File: src/rtl/dds_wb_pkg.sv
// Shared definitions for the DDS register bus initiator.
//   - Register address map of the simple_dds slave.
//   - Reset values of the slave registers, shared with the slave and the bench.
//   - Initiator FSM state encoding.
package dds_wb_pkg;

  // Register address map
  localparam int unsigned ADDR_READY       = 0;
  localparam int unsigned ADDR_ENABLE      = 1;
  localparam int unsigned ADDR_DDS_SRC     = 2;
  localparam int unsigned ADDR_TUNING_WORD = 3;
  localparam int unsigned ADDR_GAIN_WORD   = 4;
  localparam int unsigned ADDR_OFFSET_WORD = 5;

  // Slave register reset values
  localparam logic [31:0] RST_ENABLE      = 32'h0000_0000;
  localparam logic [31:0] RST_DDS_SRC     = 32'h0000_0000;
  localparam logic [31:0] RST_TUNING_WORD = 32'h0000_0000;
  localparam logic [31:0] RST_GAIN_WORD   = 32'h0000_8000;
  localparam logic [31:0] RST_OFFSET_WORD = 32'h0000_0000;

  // Initiator FSM states
  typedef enum logic [2:0] {
    ST_POLL     = 3'd0,
    ST_POLL_GAP = 3'd1,
    ST_IDLE     = 3'd2,
    ST_BUS      = 3'd3,
    ST_RESP     = 3'd4
  } state_e;

endpackage

File: src/rtl/dds_wbm_timer.sv
// Loadable down-counter shared by the READY-poll gap wait and the strobe
// timeout.
//   clk_i, rst_ni : clock, asynchronous active-low reset
//   start_i       : load load_i into the counter (wins over clear_i)
//   clear_i       : force the counter to 0 (idle, never expires)
//   load_i        : count value; expired_o fires load_i cycles after start_i
//   expired_o     : high during the last counted cycle (count == 1)
module dds_wbm_timer #(
  parameter int WIDTH = 8
) (
  input  logic             clk_i,
  input  logic             rst_ni,
  input  logic             start_i,
  input  logic             clear_i,
  input  logic [WIDTH-1:0] load_i,
  output logic             expired_o
);

  logic [WIDTH-1:0] count_q;
  logic [WIDTH-1:0] count_d;

  always_comb begin
    count_d = count_q;
    if (start_i) begin
      count_d = load_i;
    end else if (clear_i) begin
      count_d = '0;
    end else if (count_q != '0) begin
      count_d = count_q - WIDTH'(1);
    end
  end

  always_ff @(posedge clk_i or negedge rst_ni) begin
    if (!rst_ni) begin
      count_q <= '0;
    end else begin
      count_q <= count_d;
    end
  end

  // Count value 1 marks the final cycle, so a load of N gives exactly N
  // cycles before the consuming edge; 0 is the idle value.
  assign expired_o = (count_q == WIDTH'(1));

endmodule

File: src/rtl/dds_wb_master.sv
// Wishbone classic initiator for the simple_dds register block.
// After reset it polls READY (address 0) until bit 0 reads 1, then accepts
// commands one at a time and returns one response per command.
//
// Handshakes: a command transfers on a clock edge where cmd_valid_i and
// cmd_ready_o are both 1; a response transfers on an edge where rsp_valid_o
// and rsp_ready_i are both 1. Valid is held with stable payload until it
// transfers. Only one of command / bus transfer / response is in flight.
//
// Ports:
//   wb_clk_i, wb_rst_ni          clock, asynchronous active-low reset
//   wb_dat_o/addr_o/we_o/stb_o   Wishbone request (all registered)
//   wb_dat_i, wb_ack_i           Wishbone reply (ack ignored while stb low)
//   cmd_valid_i/ready_o/we_i/addr_i/data_i   command stream
//   rsp_valid_o/ready_i/rdata_o/err_o        response stream
//   init_done_o                  READY poll finished, sticky until reset
//   dbg_state_o                  current FSM state
//
// Build option: DDS_WBM_TIMEOUT_EN enables the strobe timeout. When it is not
// defined the block waits for ack indefinitely and rsp_err_o is constant 0.
module dds_wb_master
  import dds_wb_pkg::*;
#(
  parameter int DATA_WIDTH      = 32,
  parameter int ADDR_WIDTH      = 16,
  parameter int TIMEOUT_CYCLES  = 64,
  parameter int POLL_GAP_CYCLES = 8
) (
  input  logic                  wb_clk_i,
  input  logic                  wb_rst_ni,
  output logic [DATA_WIDTH-1:0] wb_dat_o,
  output logic [ADDR_WIDTH-1:0] wb_addr_o,
  output logic                  wb_we_o,
  output logic                  wb_stb_o,
  input  logic [DATA_WIDTH-1:0] wb_dat_i,
  input  logic                  wb_ack_i,
  input  logic                  cmd_valid_i,
  output logic                  cmd_ready_o,
  input  logic                  cmd_we_i,
  input  logic [ADDR_WIDTH-1:0] cmd_addr_i,
  input  logic [DATA_WIDTH-1:0] cmd_data_i,
  output logic                  rsp_valid_o,
  input  logic                  rsp_ready_i,
  output logic [DATA_WIDTH-1:0] rsp_rdata_o,
  output logic                  rsp_err_o,
  output logic                  init_done_o,
  output state_e                dbg_state_o
);

`ifdef DDS_WBM_TIMEOUT_EN
  localparam bit TMO_EN = 1'b1;
`else
  localparam bit TMO_EN = 1'b0;
`endif

  localparam int TO_W  = $clog2(TIMEOUT_CYCLES + 1);
  localparam int GAP_W = $clog2(POLL_GAP_CYCLES + 1);
  localparam int TMR_W = (TO_W > GAP_W) ? TO_W : GAP_W;
  localparam logic [TMR_W-1:0]      GAP_LOAD = TMR_W'(POLL_GAP_CYCLES);
  localparam logic [TMR_W-1:0]      TO_LOAD  = TMR_W'(TIMEOUT_CYCLES);
  localparam logic [ADDR_WIDTH-1:0] READY_A  = ADDR_WIDTH'(ADDR_READY);

  state_e                state_q,     state_d;
  logic                  stb_q,       stb_d;
  logic                  we_q,        we_d;
  logic [ADDR_WIDTH-1:0] addr_q,      addr_d;
  logic [DATA_WIDTH-1:0] dat_q,       dat_d;
  logic                  cmd_ready_q, cmd_ready_d;
  logic                  rsp_valid_q, rsp_valid_d;
  logic [DATA_WIDTH-1:0] rdata_q,     rdata_d;
  logic                  err_q,       err_d;
  logic                  init_done_q, init_done_d;

  logic             tmr_start;
  logic             tmr_clear;
  logic [TMR_W-1:0] tmr_load;
  logic             tmr_expired;
  logic             tmo;

  // The one timer serves both waits: while the strobe is high it counts the
  // timeout, while it is low (POLL_GAP) it counts the gap.
  dds_wbm_timer #(
    .WIDTH (TMR_W)
  ) u_timer (
    .clk_i     (wb_clk_i),
    .rst_ni    (wb_rst_ni),
    .start_i   (tmr_start),
    .clear_i   (tmr_clear),
    .load_i    (tmr_load),
    .expired_o (tmr_expired)
  );

  assign tmo = TMO_EN & stb_q & tmr_expired;

  always_comb begin
    state_d     = state_q;
    stb_d       = stb_q;
    we_d        = we_q;
    addr_d      = addr_q;
    dat_d       = dat_q;
    cmd_ready_d = 1'b0;
    rsp_valid_d = rsp_valid_q;
    rdata_d     = rdata_q;
    err_d       = err_q;
    init_done_d = init_done_q;
    tmr_start   = 1'b0;
    tmr_clear   = 1'b0;
    tmr_load    = TO_LOAD;

    unique case (state_q)
      ST_POLL: begin
        if (!stb_q) begin
          // Only reached straight after reset: raise the first poll.
          stb_d     = 1'b1;
          we_d      = 1'b0;
          addr_d    = READY_A;
          tmr_start = TMO_EN;
        end else if (wb_ack_i) begin
          stb_d     = 1'b0;
          tmr_clear = 1'b1;
          if (wb_dat_i[0]) begin
            state_d     = ST_IDLE;
            init_done_d = 1'b1;
            cmd_ready_d = 1'b1;
          end else begin
            state_d   = ST_POLL_GAP;
            tmr_start = 1'b1;
            tmr_load  = GAP_LOAD;
          end
        end else if (tmo) begin
          // Unanswered poll: retry after the normal gap, no error.
          stb_d     = 1'b0;
          state_d   = ST_POLL_GAP;
          tmr_start = 1'b1;
          tmr_load  = GAP_LOAD;
        end
      end

      ST_POLL_GAP: begin
        if (tmr_expired) begin
          state_d   = ST_POLL;
          stb_d     = 1'b1;
          we_d      = 1'b0;
          addr_d    = READY_A;
          tmr_start = TMO_EN;
        end
      end

      ST_IDLE: begin
        cmd_ready_d = 1'b1;
        if (cmd_valid_i && cmd_ready_q) begin
          cmd_ready_d = 1'b0;
          state_d     = ST_BUS;
          stb_d       = 1'b1;
          we_d        = cmd_we_i;
          addr_d      = cmd_addr_i;
          dat_d       = cmd_data_i;
          tmr_start   = TMO_EN;
        end
      end

      ST_BUS: begin
        // Ack is checked first so it wins over a same-edge timeout.
        if (stb_q && wb_ack_i) begin
          stb_d       = 1'b0;
          tmr_clear   = 1'b1;
          rdata_d     = we_q ? '0 : wb_dat_i;
          err_d       = 1'b0;
          rsp_valid_d = 1'b1;
          state_d     = ST_RESP;
        end else if (tmo) begin
          stb_d       = 1'b0;
          rdata_d     = '0;
          err_d       = 1'b1;
          rsp_valid_d = 1'b1;
          state_d     = ST_RESP;
        end
      end

      ST_RESP: begin
        if (rsp_ready_i) begin
          rsp_valid_d = 1'b0;
          state_d     = ST_IDLE;
          cmd_ready_d = 1'b1;
        end
      end

      default: begin
        state_d = ST_POLL;
        stb_d   = 1'b0;
      end
    endcase
  end

  always_ff @(posedge wb_clk_i or negedge wb_rst_ni) begin
    if (!wb_rst_ni) begin
      state_q     <= ST_POLL;
      stb_q       <= 1'b0;
      we_q        <= 1'b0;
      addr_q      <= '0;
      dat_q       <= '0;
      cmd_ready_q <= 1'b0;
      rsp_valid_q <= 1'b0;
      rdata_q     <= '0;
      err_q       <= 1'b0;
      init_done_q <= 1'b0;
    end else begin
      state_q     <= state_d;
      stb_q       <= stb_d;
      we_q        <= we_d;
      addr_q      <= addr_d;
      dat_q       <= dat_d;
      cmd_ready_q <= cmd_ready_d;
      rsp_valid_q <= rsp_valid_d;
      rdata_q     <= rdata_d;
      err_q       <= err_d;
      init_done_q <= init_done_d;
    end
  end

  assign wb_stb_o    = stb_q;
  assign wb_we_o     = we_q;
  assign wb_addr_o   = addr_q;
  assign wb_dat_o    = dat_q;
  assign cmd_ready_o = cmd_ready_q;
  assign rsp_valid_o = rsp_valid_q;
  assign rsp_rdata_o = rdata_q;
  assign rsp_err_o   = TMO_EN ? err_q : 1'b0;
  assign init_done_o = init_done_q;
  assign dbg_state_o = state_q;

endmodule

File: config.mk
export PLATFORM = sky130hd
export DESIGN_NAME = dds_wb_master
export DESIGN_NICKNAME = d
export VERILOG_FILES = /design/src/rtl/dds_wb_pkg.sv /design/src/rtl/dds_wbm_timer.sv /design/src/rtl/dds_wb_master.sv
export SDC_FILE = /design/constraint.sdc
export NUM_CORES = 1
export LEC_CHECK = 0
export CAP_MARGIN = 15
export CELL_PAD_IN_SITES_DETAIL_PLACEMENT = 0
export CELL_PAD_IN_SITES_GLOBAL_PLACEMENT = 1
export CORE_MARGIN = 2
export CORE_UTILIZATION = 32
export CTS_CLUSTER_DIAMETER = 120
export DETAILED_ROUTE_END_ITERATION = 7
export HOLD_SLACK_MARGIN = 0.08
export PLACE_DENSITY = 0.87
export REMOVE_ABC_BUFFERS = 1
export SYNTH_ARGS = -nofsm -noshare
export SYNTH_HDL_FRONTEND = slang
export SYNTH_SLANG_ARGS = --single-unit
File: constraint.sdc
create_clock -name wb_clk_i -period 2.1 [get_ports wb_clk_i]
set_input_delay 0.42 -clock wb_clk_i [delete_from_list [all_inputs] [get_ports wb_clk_i]]
set_output_delay 0.42 -clock wb_clk_i [all_outputs]
set_load 0.02 [all_outputs]
==> metrics <==
flip-flop and latch count after synthesis 95; max-slew headroom at the worst pin 0.579; Final Hold Violating Endpoints 0; Distinct cells, synth 40; Setup CP Type reg2out; multiplexer share of the synthesized area 0.0922; Worst Skew 0.00722 ns; post-detailed-route DRC marker count 0; clock tree from TritonCTS yes; number of gates given a new drive strength after cts 0; number of antenna violations at the first check in global routing 0; Power Density 1330 nW/µm²; maximum count of clock buffers along a single path 2; Leakage Power 0.00275 µW; post-synthesis share of cell area spent on xor and xnor gates 0.00436; effective utilization at floorplan 0.332; number of buffers created by CTS 9; number of setup buffers added after CTS 0; number of warnings printed during yosys synthesis 0; Post-Route M1 WL 4.50 mm; peak per-stage delay on the critical path 0.68 ns; Final Net Count 593; simple-gate area share of the yosys netlist 0.0452; dominant cells by area after synthesis dfrtp_1, mux2_2, o41ai_1; number of flops mapped to enable cells by yosys 0; sequential cell area fraction in the yosys report 0.592; sum of buffers and inverters on the critical path 1; Async S/R FF share, synth 1.00; met3 routed WL 1.17 mm; initial DRC count 221; top cell types by occurrence after synthesis dfrtp_1, o21ai_0, inv_1, mux2_2, o41ai_1; highest metal layer with signal wires met4; RSZ-0062 raised after global routing no; area of the core region 12,100 µm²; max-cap viol count 0; Die ar. 13,500 µm²; number of diodes 0; fraction of final layout cells sized beyond drive strength 1 0.132; Hold Worst Slack 0.101 ns; hold buffers post-CTS 0; cell family contributing the most delay on the critical path buffers and inverters; library cell contributing the largest single delay on the critical path clkdlybuf4s50_1; cell-by-cell listing of the critical path clkdlybuf4s50_1; register clock-pin slew on the reported worst setup and hold paths 0.06 ns; cell type contributing the most total cell area after synthesis dfrtp_1; cell area after layout 6260 µm²; run status finished, final reports clean; count of nets left with antenna violations after detail routing 0; arithmetic-cell share of the synthesized area counting full adders, half adders and majority gates 0.00623; most numerous cell in the Yosys netlist dfrtp_1; Required @ worst endpoint 1.68 ns; post-synthesis cell count 337; critical path capture point type primary output; Critical Path Start Type register; Fmax achieved 498 MHz; number of max-slew violations in the final report 0; WP depth 1; count of endpoints failing setup in the final report 0; Post-Syn Area 4020 µm²; reg2reg path depth 7; number of ports placed on the die boundary 175; remaining global-route overflow 0; Port Buf Inserts 173; worst path arrival time 1.59 ns; Routability Congestion 0.804; root buffer cell clkbuf_16; Critical Path Fanout Max 13; number of H-tree levels 3; post-layout min period 2.01 ns; worst-case vdd ir drop 0.547 mV; pin count of the biggest net entering global routing 68; area after detailed placement 5980 µm²; fraction of synthesized cell area taken by the top area cell type 0.592; detail-routed net length per standard cell 15.7 µm; path class of the lowest-slack min-delay path in2async; number of global-route vias before repair 3,365; dominant register cell in the synthesized netlist dfrtp_1; total power of the final layout 8330 µW; dpl hpwl 7.61 mm; routed length on met2 4.82 mm; actual slew at the worst max-slew pin 0.632 ns; Synth Area in Compound Gates 0.195; total routing resource utilization after global routing 0.161; synthesized area per cell 11.9 µm²; num rows 40; detailed-routing iteration count for the pre-antenna-repair pass 4; Die Y 116 µm; DR vias 3,328; later-pin clock latency in the skew report 0.33 ns; final wirelength 10.6 mm; Tcrit/Tclk final 0.957; wire length of the first global-routing pass 16.7 mm; number of clock sinks 95; main combinational cell family by area after synthesis compound AO/OA/AOI/OAI gates; growth of design area from synthesis to finish 56.0%; chip width 116 µm; via density per instance 4.92
==> worst paths after layout <==
check                                          startpoint                             end  slack [ns]
min in group wb_clk_i             init_done_o$_DFFE_PN0P_         init_done_o$_DFFE_PN0P_        0.50
min                                             wb_rst_ni     rsp_rdata_o[11]$_DFFE_PN0P_        0.10
max in group asynchronous                       wb_rst_ni  u_timer.count_q[6]$_DFFE_PN0P_        1.36
max reg2reg                u_timer.count_q[1]$_DFFE_PN0P_        wb_addr_o[9]$_DFFE_PN0P_        0.14
max                            dbg_state_o[2]$_DFFE_PN0P_                  dbg_state_o[2]        0.09
min reg2reg                       init_done_o$_DFFE_PN0P_         init_done_o$_DFFE_PN0P_        0.50
==> per-layer routing <==
metal	vias to the layer above	global-route usage
li1	1561	-
met1	1607	0.198
met2	148	0.254
met3	12	0.0680
met4	0	0.0571
met5	-	0
==> worst register-to-register path, cell delays in order, from the launching register on <==
cell and delay, ns:
dfrtp_1 0.41, inv_1 0.09, ha_1 0.13, nor4b_2 0.28
a21oi_1 0.14, or3_1 0.35, buf_4 0.20, a22o_1 0.25
==> per-stage QoR <==
step	cells	setup WS [ns]	setup TNS [ns]	utilization
2_1_floorplan	309	-2.38	-115.90	-
3_3_place_gp	662	0.116	0	0.493
3_5_place_dp	662	0.0620	0	0.493
4_1_cts	676	0.0698	0	0.517
5_1_grt	676	0.0246	0	0.517
6_report	676	0.0911	0	0.517
==> cell type report <==
type	count	area [µm²]
Fill cell	1101	5850
Sequential cell	95	2380
Timing Repair Buffer	185	1870
Multi-Input combinational cell	179	1390
Clock buffer	11	243
Tap cell	168	210
Inverter	35	131
Clock inverter	3	45.0
==> registers in the layout, summed over array words and instances (netlist names) <==
signal	flops
rsp_rdata_o	32
wb_dat_o	32
wb_addr_o	16
u_timer.count_q	7
dbg_state_o	3
cmd_ready_o	1
init_done_o	1
rsp_valid_o	1
wb_stb_o	1
wb_we_o	1
==> power by group <==
part           total (µW)  switching [µW]  leakage, µW  internal (µW)
logic                3840            1960      0.00136           1880
clock network        1590             649     0.000134            942
registers            2890             411      0.00125           2480
total                8330            3020      0.00275           5310
==> kinds of logic (layout without fill, tap and decap cells) <==
family,Yosys count,count (layout)
compound gates,108,108
xor+xnor,2,2
fa+ha+maj,2,2
buf+inv,63,234
flops,95,95
mux,33,33
other cells,1,1
simple gates,33,33
==> layout by cell type, fill, tap and decap left out, types with 3 or more instances in the layout <==
cell             count
a211oi_1             3
clkdlybuf4s50_1    172
or2_2                3
o21ai_0             36
mux2_2              32
a21oi_1              6
clkbuf_16            9
nor2_1               9
nand2_1              6
dfrtp_1             95
o41ai_1             32
o31ai_1              3
a22o_1              18
buf_4                9
buf_12               4
inv_1               35
No activity file was read; power rests on OpenSTA's default activity.
